[src/rtl/mac_seq_if.sv]
// rtl/mac_seq_if.sv - operand stream, control and result bundle for mac_seq
interface mac_seq_if;
   logic               start;
   logic signed [31:0] a_in;
   logic signed [31:0] b_in;
   logic               in_valid;
   logic               in_ready;
   logic signed [31:0] mac_out;
   logic [15:0]        sel;
   logic               ovf;
   logic               out_ack;

   modport master (
      input  start, a_in, b_in, in_valid, out_ack,
      output in_ready, mac_out, sel, ovf
   );

   modport slave (
      output start, a_in, b_in, in_valid, out_ack,
      input  in_ready, mac_out, sel, ovf
   );
endinterface

[src/rtl/mac_seq.sv]
// rtl/mac_seq.sv - LEN-pair multiply-accumulate with one-hot state code on sel
module mac_seq #(
   parameter int LEN = 4
) (
   input logic       clk,
   input logic       rst,
   mac_seq_if.master bus
);
   localparam int CNT_W = $clog2(LEN + 1);

   typedef enum logic [3:0] {
      S_IDLE  = 4'b0001,
      S_ACCUM = 4'b0010,
      S_DONE  = 4'b0100,
      S_DRAIN = 4'b1000
   } state_t;

   state_t             state_q;
   state_t             state_d;
   logic [CNT_W-1:0]   count_q;
   logic signed [31:0] prod_q;
   logic               prod_v_q;
   logic signed [31:0] acc_q;
   logic               ovf_q;
   logic               ready;
   logic               accept;
   logic signed [31:0] sum;
   logic               sum_ovf;

   assign ready   = (state_q == S_ACCUM) && (count_q < CNT_W'(LEN));
   assign accept  = ready && bus.in_valid;
   assign sum     = acc_q + prod_q;
   // Wrap detection: equal-sign addends producing a result of the other sign.
   assign sum_ovf = (acc_q[31] == prod_q[31]) && (sum[31] != acc_q[31]);

   always_comb begin
      state_d = state_q;
      case (state_q)
         S_IDLE:  if (bus.start) state_d = S_ACCUM;
         S_ACCUM: if (accept && (count_q == CNT_W'(LEN - 1))) state_d = S_DRAIN;
         S_DRAIN: state_d = S_DONE;
         S_DONE:  if (bus.out_ack) state_d = S_IDLE;
         default: state_d = S_IDLE;
      endcase
   end

   always_ff @(posedge clk) begin
      if (rst) begin
         state_q  <= S_IDLE;
         count_q  <= '0;
         prod_q   <= '0;
         prod_v_q <= 1'b0;
         acc_q    <= '0;
         ovf_q    <= 1'b0;
      end else begin
         state_q  <= state_d;
         prod_v_q <= accept;
         if (accept) begin
            prod_q  <= bus.a_in * bus.b_in;
            count_q <= count_q + 1'b1;
         end
         if (state_q == S_IDLE && bus.start) begin
            acc_q   <= '0;
            count_q <= '0;
            ovf_q   <= 1'b0;
         end else if (prod_v_q) begin
            acc_q <= sum;
            if (sum_ovf) ovf_q <= 1'b1;
         end
      end
   end

   assign bus.in_ready = ready;
   assign bus.mac_out  = acc_q;
   assign bus.sel      = {12'b0, state_q};
   assign bus.ovf      = ovf_q;
endmodule

[src/flat_wrapper.sv]
// flat-port wrapper written by rule: the top's interface ports become plain ports
module mac_seq_flat 
#(
   parameter int LEN = 4
)
  (clk, rst, bus_start, bus_a_in, bus_b_in, bus_in_valid, bus_out_ack, bus_in_ready, bus_mac_out, bus_sel, bus_ovf);
  mac_seq_if bus_i ();
  input logic clk;
  input logic rst;
  input wire logic [$bits(bus_i.start)-1:0] bus_start;
  input wire logic [$bits(bus_i.a_in)-1:0] bus_a_in;
  input wire logic [$bits(bus_i.b_in)-1:0] bus_b_in;
  input wire logic [$bits(bus_i.in_valid)-1:0] bus_in_valid;
  input wire logic [$bits(bus_i.out_ack)-1:0] bus_out_ack;
  output wire logic [$bits(bus_i.in_ready)-1:0] bus_in_ready;
  output wire logic [$bits(bus_i.mac_out)-1:0] bus_mac_out;
  output wire logic [$bits(bus_i.sel)-1:0] bus_sel;
  output wire logic [$bits(bus_i.ovf)-1:0] bus_ovf;
  assign bus_i.start = bus_start;
  assign bus_i.a_in = bus_a_in;
  assign bus_i.b_in = bus_b_in;
  assign bus_i.in_valid = bus_in_valid;
  assign bus_i.out_ack = bus_out_ack;
  assign bus_in_ready = bus_i.in_ready;
  assign bus_mac_out = bus_i.mac_out;
  assign bus_sel = bus_i.sel;
  assign bus_ovf = bus_i.ovf;
  mac_seq #(.LEN(LEN)) u_core (.clk(clk), .rst(rst), .bus(bus_i));
endmodule
[config.mk]
export PLATFORM = sky130hd
export DESIGN_NAME = mac_seq_flat
export DESIGN_NICKNAME = d
export VERILOG_FILES = /design/src/rtl/mac_seq_if.sv /design/src/rtl/mac_seq.sv /design/src/flat_wrapper.sv
export SDC_FILE = /design/constraint.sdc
export NUM_CORES = 1
export LEC_CHECK = 0
export ABC_CLOCK_PERIOD_IN_PS = 12900
export CAP_MARGIN = 20
export CORE_ASPECT_RATIO = 2
export CORE_MARGIN = 1.5
export CORE_UTILIZATION = 49
export CTS_BUF_LIST = sky130_fd_sc_hd__clkbuf_16
export CTS_CLUSTER_SIZE = 10
export DETAILED_ROUTE_END_ITERATION = 16
export GPL_TIMING_DRIVEN = 0
export PLACE_DENSITY = 0.68
export SLEW_MARGIN = 15
export SYNTH_ARGS = -nofsm -noshare
export SYNTH_HDL_FRONTEND = slang
export SYNTH_SLANG_ARGS = --single-unit
[constraint.sdc]
create_clock -name clk -period 12.9 [get_ports clk]
set_clock_uncertainty 0.15 [all_clocks]
set_input_delay 1.935 -clock clk [delete_from_list [all_inputs] [get_ports clk]]
set_output_delay 1.935 -clock clk [all_outputs]
set_load 0.02 [all_outputs]
Word level (Yosys, flattened, before mapping)
Cells that the tools add are included.
{ "totals": {"in_bits": 69, "output_inout_bits": 50, "regBits": 73} }
{ "op_classes": {"n_mux": 4, "n_mul": 1, "n_reduce_logical": 8, "n_eq_ne": 10, "addsub": 2, "n_lt_le_gt_ge": 1} }
{ "op_table": {"columns": ["cell", "count"], "rows": [
  ["adder 32 bit", 1],
  ["multiplier 32 x 32 -> 32 bit", 1],
  ["case mux 4 bit (4 select lines)", 1],
  ["2-to-1 mux 4 bit", 3],
  ["!= test 2 bit (second input constant)", 3],
  ["logical AND 1 bit", 5],
  ["== test 4 x 1 -> 1 bit (second input constant)", 1],
  ["== test 4 x 2 -> 1 bit (second input constant)", 1],
  ["== test 4 x 3 -> 1 bit (second input constant)", 1],
  ["== test 4 bit (second input constant)", 1],
  ["adder 3 x 1 -> 3 bit (second input constant)", 1],
  ["== test 3 x 2 -> 1 bit (second input constant)", 1],
  ["< comparator 3 bit (second input constant)", 1],
  ["AND reduction 3 bit", 1],
  ["AND reduction 2 bit", 1],
  ["OR reduction 2 bit", 1],
  ["== test 1 bit", 1],
  ["!= test 1 bit", 1]
]} }

Depth between registers and ports, before layout
{ "depth": {"ltp_word": 6, "mapped_depth": 27, "depth_no_buf": 25} }

Worst setup path before layout
No wires, ideal clock.
{ "synth_timing": {"kind": "in2reg", "start": "input bus_b_in[4]", "end": "register u_core.prod_q[31]", "cell_stages": 23, "setup_time_ns": 0.117, "arrival_time_ns": 8.623, "setup_slack_ns": 4.010, "path_buffers": 2, "required_time_ns": 12.633, "path_cell_list": "clkbuf_1 -> clkbuf_1 -> and2_1 -> fa_1 -> fa_1 -> inv_1 -> fa_1 -> fa_1 -> inv_1 -> fa_1 -> fa_1 -> fa_1 -> fa_1 -> ha_1 -> a21o_1 -> a21o_1 -> a311oi_1 -> o21bai_1 -> a21oi_1 -> nand2_1 -> a41o_1 -> or4_1 -> a32o_1"} }
{ "synth_via": {"elab_chain_len": 1} }
{ "synth_rtl": {"columns": ["element", "line", "rtl"], "rows": [
  ["start: declaration", "flat_wrapper.sv:12", "input wire logic [$bits(bus_i.b_in)-1:0] bus_b_in;"],
  ["multiplier 32 x 32 -> 32 bit", "mac_seq.sv:59", "prod_q <= bus.a_in * bus.b_in;"],
  ["end signal: assignment", "mac_seq.sv:59", null],
  ["end: declaration", "mac_seq.sv:21", "logic signed [31:0] prod_q;"]
]} }
Every way passes these cells.
A chain may end at the register's enable or synchronous reset.

Worst setup path in the final report
{ "layout_timing": {"start": "input bus_b_in[2]", "end": "register u_core.prod_q[31]"} }
Same word-level chain as after synthesis.

==> summary.md <==
| Metric | Value |
|---|---|
| First-pass GRT wire length | between 100,000 and 150,000 um |
| Initial Util | between 40% and 50% |
| Setup violations, final | 0 |
| Critical Path, Cell by Cell | clkdlybuf4s50_1 > clkbuf_1 > clkbuf_1 > nand2_1 > fa_1 > inv_1 > fa_1 > inv_1 > fa_1 > inv_1 > fa_1 > fa_1 > inv_1 > fa_1 > fa_1 > fa_1 > xor2_1 > xnor2_1 > xnor2_1 > xnor2_1 > xnor2_2 > xnor3_1 > or4_1 > a32o_1 |
| Synth async-reset ratio | 0% |
| WHS Path Cells | 2 |
| Cell area after synthesis | a little over 0.02 mm^2 |
| Hold endpoint | u_core.prod_q[11] |
| Final hold violation count | 0 |
| Core Box Area | 0.0418 mm^2 |
| Routed WL | 73,100 um |
| Via-to-Cell Ratio | between 5 and 6 |
| Post-synth EDFFs | 0 |
| Num Clock Sinks | 73 |
| Vias in the first global route | approximately 18,000 |
| Status | finished, final reports clean |
| Post-DP Area | roughly 0.022 mm^2 |
| Initial DRC Count | approximately 750 |
| Clock Latency Late Sink | approximately 350 ps |
| Final Max Slew Viols | 0 |
| HP Start | u_core.prod_q[11] |
| Max Cap Viol | 0 |
| DRC | 0 |
| CP max stage delay | a little over 800 ps |
| Die height | 293 um |
| Die ar. | about 0.044 mm^2 |
| Top-area cell type share of the netlist area | about two fifths |
| Req. time, crit path | around 13,000 ps |
| Area contributors post-synth | fa_1 (40%), ha_1 (11%), and2_1 (11%), inv_1 (8.5%), dfxtp_1 (7.1%) |
| GRT Residual Overflow | 0 |
| H-tree levels | 3 |
| Reg2reg start | u_core.prod_q[0] |
| Tot GR Track Use | a little over a third |
| R2R setup slack | about 9500 ps |
| Crit Path Max Fanout | 10 |
| Share of cells above drive strength 1 | between 1.5 and 2% |
| Initial antenna violation count | 1 |
| Setup repair bufs after CTS | 0 |
| Path depth of the worst reg2reg path | 12 |
| Hold crit path type | reg -> reg |
| PortBufs | 99 |
| Worst Path Arrival | ~11,000 ps |
| Routed length per instance | ~24 um |
| CTS buffer count | 9 |
| Detailed placer's ending HPWL | approximately 63,000 um |
| Total negative slack | 0 ps |
| Layout Nets | about 3,100 |
| Syn_area_per_cell | just under 9 um^2 |
| Fin crit share | between 80% and 90% |
| Yosys warns | 0 |
| Via count | roughly 17,000 |
| Post-Layout Cell Count | roughly 3,000 |
| Mapped Cells | between 2,000 and 2,500 |
| P&R area growth vs syn | 9.73% |
| Synth area leader | fa_1 |
| CTS clk-pin slew, worst paths | 60 ps |
| Highest Clock Rate | approximately 94 MHz |
| CTS Root Cell | clkbuf_16 |
| Slew HR | approximately 22% |
| Crit Reg-Reg Endpoint | u_core.bus.mac_out[28] |
| Fillers | 4,024 |
| Routed Antenna Nets | 0 |
| Yosys reg bits | between 70 and 80 |
| Crit Path Class | in -> reg |
| RSZ-0062 raised after global routing | no |
| Register area share after synthesis | 7.07% |
| Top cell by count, worst path | fa_1 |
| Crit path capture type | flip-flop |
| # IOs | ~120 |
| Placed instance count | 2,999 |
| Gpl congestion | between 1 and 1.5 |
| Std-Cell Rows | 106 |
| Largest net degree at the start of global routing | 12 |
| Drt pass-1 iters | 5 |
| CTS hold repair buffers | 0 |
| Die Width | around 150 um |
| Clock Tree Buf Depth | 2 |
| Finished Cell Area | between 0.02 and 0.025 mm^2 |
| Post-CTS resize count | 0 |
| Actual slew at the worst max-slew pin | around 1200 ps |
| CTS tree | yes |
| Final core occ | 54.3% |
| Startpoint types | input port |
| Critical path's slowest cell | clkbuf_1 |
| Minimum clock period | between 10,000 and 15,000 ps |
| Synth cell types | 61 |
| Main flop type after synthesis | dfxtp_1 |
-- worst max-delay path by stage --
stage / from / to / slack (ps) / depth (start not counted)
finish: bus_b_in[2] / u_core.prod_q[31] / 2280 / 24
floorplan: bus_b_in[4] / u_core.prod_q[31] / 4010 / 23
detailed placement: bus_b_in[2] / u_core.prod_q[31] / 1930 / 24
CTS: bus_b_in[2] / u_core.prod_q[31] / 2300 / 24
global route: bus_b_in[2] / u_core.prod_q[31] / 2000 / 26
global placement: bus_b_in[2] / u_core.prod_q[31] / 1990 / 24
-- through the flow --
step / setup slack (ps) / hold WS, ps
2_1_floorplan: 4010 / 286
4_1_cts: 2300 / 313
3_3_place_gp: 1990 / 295
5_1_grt: 2000 / 330
3_5_place_dp: 1930 / 307
6_report: 2280 / 312
-- layer usage --
| metal | part of all wire, % | track usage (%) |
|---|---|---|
| met5 | 0 | 0 |
| met4 | 13 | 36.3 |
| met3 | 4.5 | 3.94 |
| met2 | 54 | 66.1 |
| met1 | 28 | 29.9 |
-- worst max-delay path: cells and delay by family --
| family | cells | cell delay (ps) |
|---|---|---|
| AOI/OAI and AO/OA | 1 | 270 |
| and+or+nand+nor | 2 | 660 |
| adders and majority gates | 8 | 3920 |
| buffers and inverters | 7 | 2310 |
| xor gates and xnor gates | 6 | 1580 |
-- sequential cells by signal (all words and copies together) (netlist names) --
register	count
u_core.prod_q	32
u_core.state_q	4
u_core.bus.mac_out	32
u_core.count_q	3
u_core.bus.ovf	1
u_core.prod_v_q	1
-- area by class of cell --
class | count | area [um^2] | area share (%)
multi-input cells | 1699 | 17000 | 74.9
repair buffers | 99 | 991 | 4.37
flip-flops and latches | 73 | 1460 | 6.44
clock buffers | 9 | 225 | 0.993
diodes | 1 | 2.50 | 0.0110
plain buffers | 121 | 515 | 2.27
clock inverters | 6 | 76.3 | 0.336
inverters | 467 | 1750 | 7.73
well taps | 540 | 676 | 2.98
-- cells by family after synthesis --
group	Yosys count	share of synthesized area (%)
AO/OA/AOI/OAI	205	6.41
adder cells (fa/ha/maj)	592	50.7
XOR/XNOR	103	4.47
flip-flops	73	7.07
buffers and inverters	588	11.0
AND/OR/NAND/NOR	758	19.0
multiplexers	29	1.42
other	1	0.0181
-- placed cells by master, fill, tap and decap left out, types with 7 or more instances in the layout --
master	n
and2_1	356
dfxtp_1	73
nand2_1	240
nor2_1	78
nor3_1	15
clkdlybuf4s50_1	99
xnor2_1	75
a31oi_1	7
or3_1	7
inv_1	469
nand2b_1	9
buf_4	13
clkbuf_16	9
a21o_1	28
a21oi_1	67
mux2i_1	27
conb_1	12
o21a_1	13
o211ai_1	10
clkbuf_1	102
fa_1	409
o21ai_0	26
a211oi_1	18
nand3_1	17
xor2_1	26
ha_1	183
-- synth_stat cells (all sizes together) (3+ instances only) --
| master | number |
|---|---|
| o21a | 13 |
| nand3b | 5 |
| and3 | 4 |
| nand3 | 17 |
| a31oi | 7 |
| inv | 467 |
| nor3 | 15 |
| or2 | 7 |
| and2 | 356 |
| buf | 19 |
| a211oi | 18 |
| or3 | 7 |
| nand2b | 9 |
| nor2b | 6 |
| xnor2 | 76 |
| nor3b | 3 |
| xor2 | 26 |
| mux2i | 27 |
| a21oi | 67 |
| o21ai | 29 |
| nor2 | 78 |
| o31ai | 3 |
| ha | 183 |
| a211o | 5 |
| clkbuf | 102 |
| dfxtp | 73 |
| a41oi | 4 |
| o211ai | 10 |
| nand2 | 240 |
| fa | 409 |
| a21o | 28 |
| nor4 | 6 |
| o31a | 3 |
| o21bai | 3 |
| o22ai | 3 |
Power is not shown: default switching activity piles up to over one toggle a cycle in this logic, so the estimate is an artifact.
